[src/rtl/level_pkg.sv]
// Shared definitions for the level sequencer: state encoding, per-level
// target codes and default parameter values.
package level_pkg;

  typedef enum logic [2:0] {
    ST_ARMED   = 3'd0,
    ST_CHECK   = 3'd1,
    ST_PASS    = 3'd2,
    ST_FAIL    = 3'd3,
    ST_LOCKOUT = 3'd4,
    ST_WIN     = 3'd5
  } state_t;

  localparam int unsigned DEF_NUM_LEVELS  = 8;
  localparam int unsigned DEF_MAX_TRIES   = 3;
  localparam int unsigned DEF_LOCK_CYCLES = 16;

  // Entry [n] is the code that clears level n.
  localparam logic [7:0][3:0] TARGET = {4'h9, 4'h7, 4'hF, 4'h0,
                                        4'hC, 4'h5, 4'hA, 4'h3};

  function automatic logic [3:0] target_code(input logic [2:0] lvl);
    return TARGET[lvl];
  endfunction

endpackage

[src/rtl/edge_detect.sv]
// Rising-edge detector for a level-sensitive switch/button input.
module edge_detect (
  input  logic clk,
  input  logic rst_n,
  input  logic i_d,
  output logic o_rise
);

  logic r_prev;
  logic r_valid;

  // r_valid masks the first sample after reset so an input that is already
  // high when reset releases is not mistaken for a new press.
  always_ff @(posedge clk or negedge rst_n) begin
    if (!rst_n) begin
      r_prev  <= 1'b0;
      r_valid <= 1'b0;
    end else begin
      r_prev  <= i_d;
      r_valid <= 1'b1;
    end
  end

  assign o_rise = i_d & ~r_prev & r_valid;

endmodule

[src/rtl/level_sequencer.sv]
// Code-guessing game controller: steps through levels, counts wrong guesses,
// locks out after too many failures and latches a win at the last level.
module level_sequencer
  import level_pkg::*;
#(
  parameter int unsigned NUM_LEVELS  = DEF_NUM_LEVELS,
  parameter int unsigned MAX_TRIES   = DEF_MAX_TRIES,
  parameter int unsigned LOCK_CYCLES = DEF_LOCK_CYCLES
) (
  input  logic       clk,
  input  logic       reset,
  input  logic [3:0] data,
  input  logic       submit,
  input  logic       nextLevel,
  output logic [2:0] out,
  output logic [1:0] tries,
  output logic       pass,
  output logic       fail,
  output logic       locked,
  output logic       win
);

  localparam int unsigned LW = $clog2(LOCK_CYCLES + 1);
  localparam logic [2:0]    LAST_LVL  = 3'(NUM_LEVELS - 1);
  localparam logic [1:0]    TRY_LIMIT = 2'(MAX_TRIES);
  localparam logic [LW-1:0] LOCK_LAST = LW'(LOCK_CYCLES - 1);

  state_t        r_state;
  logic [2:0]    r_out;
  logic [1:0]    r_tries;
  logic [3:0]    r_data;
  logic [LW-1:0] r_lock_cnt;

  logic       w_sub_rise;
  logic       w_nl_rise;
  logic [1:0] w_tries_inc;

  edge_detect u_submit_edge (
    .clk    (clk),
    .rst_n  (reset),
    .i_d    (submit),
    .o_rise (w_sub_rise)
  );

  edge_detect u_next_edge (
    .clk    (clk),
    .rst_n  (reset),
    .i_d    (nextLevel),
    .o_rise (w_nl_rise)
  );

  assign w_tries_inc = r_tries + 2'd1;

  always_ff @(posedge clk or negedge reset) begin
    if (!reset) begin
      r_state    <= ST_ARMED;
      r_out      <= '0;
      r_tries    <= '0;
      r_data     <= '0;
      r_lock_cnt <= '0;
    end else begin
      case (r_state)
        ST_ARMED, ST_FAIL: begin
          if (w_sub_rise) begin
            r_data  <= data;
            r_state <= ST_CHECK;
          end
        end
        ST_CHECK: begin
          if (r_data == target_code(r_out)) begin
            r_state <= ST_PASS;
          end else begin
            r_tries <= w_tries_inc;
            if (w_tries_inc == TRY_LIMIT) begin
              r_lock_cnt <= '0;
              r_state    <= ST_LOCKOUT;
            end else begin
              r_state <= ST_FAIL;
            end
          end
        end
        ST_PASS: begin
          if (w_nl_rise) begin
            if (r_out == LAST_LVL) begin
              r_state <= ST_WIN;
            end else begin
              r_out   <= r_out + 3'd1;
              r_tries <= '0;
              r_state <= ST_ARMED;
            end
          end
        end
        ST_LOCKOUT: begin
          // Counter runs 0..LOCK_CYCLES-1, so the state lasts exactly LOCK_CYCLES clocks.
          if (r_lock_cnt == LOCK_LAST) begin
            r_lock_cnt <= '0;
            r_out      <= '0;
            r_tries    <= '0;
            r_state    <= ST_ARMED;
          end else begin
            r_lock_cnt <= r_lock_cnt + 1'b1;
          end
        end
        ST_WIN: begin
          r_state <= ST_WIN;
        end
        default: begin
          r_state <= ST_ARMED;
        end
      endcase
    end
  end

  assign out    = r_out;
  assign tries  = r_tries;
  assign pass   = (r_state == ST_PASS);
  assign fail   = (r_state == ST_FAIL);
  assign locked = (r_state == ST_LOCKOUT);
  assign win    = (r_state == ST_WIN);

endmodule
[config.mk]
export PLATFORM = sky130hd
export DESIGN_NAME = level_sequencer
export DESIGN_NICKNAME = d
export VERILOG_FILES = /design/src/rtl/level_pkg.sv /design/src/rtl/edge_detect.sv /design/src/rtl/level_sequencer.sv
export SDC_FILE = /design/constraint.sdc
export NUM_CORES = 1
export LEC_CHECK = 0
export ABC_AREA = 0
export BUFFER_PORTS_ARGS = -buffer_cell sky130_fd_sc_hd__buf_2
export CAP_MARGIN = 20
export CELL_PAD_IN_SITES_DETAIL_PLACEMENT = 2
export CELL_PAD_IN_SITES_GLOBAL_PLACEMENT = 2
export CORE_AREA = 3 3 80 44
export CTS_BUF_LIST = sky130_fd_sc_hd__clkbuf_8
export DETAILED_ROUTE_END_ITERATION = 12
export DIE_AREA = 0 0 83 47
export GPL_ROUTABILITY_DRIVEN = 0
export GPL_TIMING_DRIVEN = 0
export PLACE_DENSITY_LB_ADDON = 0.1
export SKIP_CTS_REPAIR_TIMING = 1
export SLEW_MARGIN = 30
export SYNTH_ARGS = -nofsm -noshare
export SYNTH_HDL_FRONTEND = slang
export SYNTH_SLANG_ARGS = --single-unit
export TNS_END_PERCENT = 30
[constraint.sdc]
create_clock -name clk -period 3.6 [get_ports clk]
set_clock_uncertainty 0.2 [all_clocks]
set_input_delay 0.72 -clock clk [delete_from_list [all_inputs] [get_ports clk]]
set_output_delay 0.72 -clock clk [all_outputs]
set_load 0.02 [all_outputs]
==> impl_metrics.yaml <==
route:
  drtPass1Iterations: 3
  drt-total-wl_um: 2750
  drt_iter0_drc: 24
  post-route-drc-count: 0
  viasPerCell: 5.21
  postRouteAntennaNets: 0
  vias: 880
  wl_per_cell_um: 16.3
setup_path:
  crit_path_max_fanout: 10
  end_kind: "output port"
  crit_type: "flip-flop to output port"
  required_ns: 2.68
  worstPathArrival_ns: 1.78
  crit_path_start_kind: "flip-flop"
yosys:
  synth-async-reset-ratio_pct: 100
  synth_edf_count: 0
  synth.net_count: 122
  yosysTopAreaCellShare_pct: 44.1
  syn-cell-area_mm2: 0.00113
  yosysWarnings: 0
  synth.area.top_cells: "dfrtp_1, ha_1, mux2_2"
  ys.flop_type: "dfrtp_1"
  ys_seq_elements: 20
  synthDistinctLibCells: 42
  syn_area_per_cell_um2: 10.4
  syn_inst: 109
  ys_seq_area_share_pct: 44.1
  yosys.area.top_type: "dfrtp_1"
die:
  fp.dieH_um: 47
  initial_core_util_pct: 39.0
  io_pins: 17
  die-area_mm2: 0.00390
  num_rows: 14
  core_area_mm2: 0.00291
  die_x_um: 83
grt:
  antenna_found_initial: 0
  grt_max_degree: 21
  grt_util_all_layers_pct: 15.1
  grt_pass1_wl_um: 4450
  first_global_vias: 855
  grt_overflow: 0
finish:
  final_nets: 143
  post-route-cell-area_mm2: 0.00132
  final_common_cell: "dfrtp_1"
  postLayoutCoreUtil_pct: 45.4
  diodes: 0
  syn_to_final_growth_pct: 16.3
  most-common-layout-cells: "dfrtp_1, buf_2, nand2_1"
  final_layout_size_suffix_gt1_share_pct: 26.4
timing:
  final-setup-viol-count: 0
  tns_ns: 0
  hold_viol_final: 0
  rsz0062_at_grt: "no"
  fin_ws_ns: 0.903
  max_freq_mhz: 371
  fin_crit_ns: 2.70
  fin_crit_sh_pct: 74.9
  maxSlewViolCount: 0
placement:
  port_buffers: 16
  placed_cell_area_mm2: 0.00126
  dp.final_hpwl_um: 2110
  dp_slack_ns: 1.02
run:
  drv_cap: 0
clock_network:
  cts.clk_slew.worst_paths_ns: 0.08
  cts-root-buf: "clkbuf_8"
  clockBufferDepth: 2
  numCtsBuffers: 3
  htree_num_levels: 1
  cts_tree: "built"
  clk_latency_ns: 0.26
  cts_sinks: 20
pwr:
  p_per_area_mw_per_mm2: 854
  power_leakage_nw: 0.626
  irDropWorstVdd_v: 0.000399
  finalPower_mw: 1.13
hold_path:
  hp-class: "input port to async pin"
outcome:
  outcome: "complete, no violations"
==> worst paths after layout <==
path                               start       endpoint  slack [ns]  depth (start not counted)
max                           r_state[2]         locked        0.90                          4
min                                reset  r_lock_cnt[2]        0.20                          1
max reg2reg                       out[0]       tries[1]        1.05                          7
min reg2reg                r_lock_cnt[4]  r_lock_cnt[4]        0.33                          2
max in group asynchronous          reset         out[2]        2.67                          1
min in group clk           r_lock_cnt[4]  r_lock_cnt[4]        0.33                          2
==> metrics by stage <==
step / hold WS, ns / instances
floorplan: 0.224 / 109
global placement: 0.302 / 165
detailed placement: 0.313 / 165
CTS: 0.216 / 169
global route: 0.231 / 169
finish: 0.199 / 169
==> power by group <==
| part | leakage [nW] | switching [mW] | internal [mW] |
|---|---|---|---|
| logic | 0.348 | 0.323 | 0.250 |
| clock network | 0.0288 | 0.0788 | 0.0975 |
| registers | 0.249 | 0.0810 | 0.297 |
==> area by class of cell <==
| type | count | area, um^2 |
|---|---|---|
| clock buffer | 4 | 55.1 |
| timing repair buffer | 16 | 80.1 |
| sequential | 20 | 500 |
| inverter | 6 | 22.5 |
| buffer | 1 | 5.00 |
| multi-input combinational | 82 | 607 |
| tap | 40 | 50.0 |
| fill | 332 | 1590 |
==> synth_stat cells, types with 2 or more instances <==
cell,n
dfrtp_1,20
nand2_1,10
nor2_1,8
o21ai_0,7
inv_1,6
ha_1,5
mux2_2,4
a21oi_1,3
mux2i_1,3
nand3b_1,3
o22ai_1,3
and2_1,2
mux2_1,2
nand3_1,2
nor2b_1,2
xnor2_1,2
xor2_1,2
==> worst max-delay path, cell delays in order (launching register included) <==
cell,delay [ns]
dfrtp_1,0.49
or3b_2,0.49
buf_2,0.21
inv_1,0.14
buf_2,0.18
==> sequential cells by signal (all words and copies together), names as in the netlist <==
signal and count:
u_next_edge.r_prev 1, r_data 4, u_submit_edge.r_prev 1, tries 2, r_state 3, r_lock_cnt 5, out 3, u_next_edge.r_valid 1
==> layer usage <==
layer | global-route usage, % | vias to the layer above | part of all wire (%)
met5 | 0 | - | 0
met3 | 4.73 | 4 | 3.3
met2 | 25.6 | 14 | 47
met1 | 19.5 | 438 | 48
met4 | 3.91 | 0 | 0.98
li1 | - | 424 | -
==> kinds of logic (layout without fill, tap and decap cells) <==
family / after synthesis / count (layout) / share of synthesized area [%]
adder cells (fa/ha/maj): 5 / 5 / 5.51
AO/OA/AOI/OAI: 25 / 25 / 16.8
other: 1 / 1 / 0.330
flip-flops: 20 / 20 / 44.1
buffers and inverters: 7 / 27 / 2.43
AND/OR/NAND/NOR: 38 / 38 / 19.2
XOR/XNOR: 4 / 4 / 3.09
multiplexers: 9 / 9 / 8.60
Note: power is estimated with default switching activity, not from simulation.
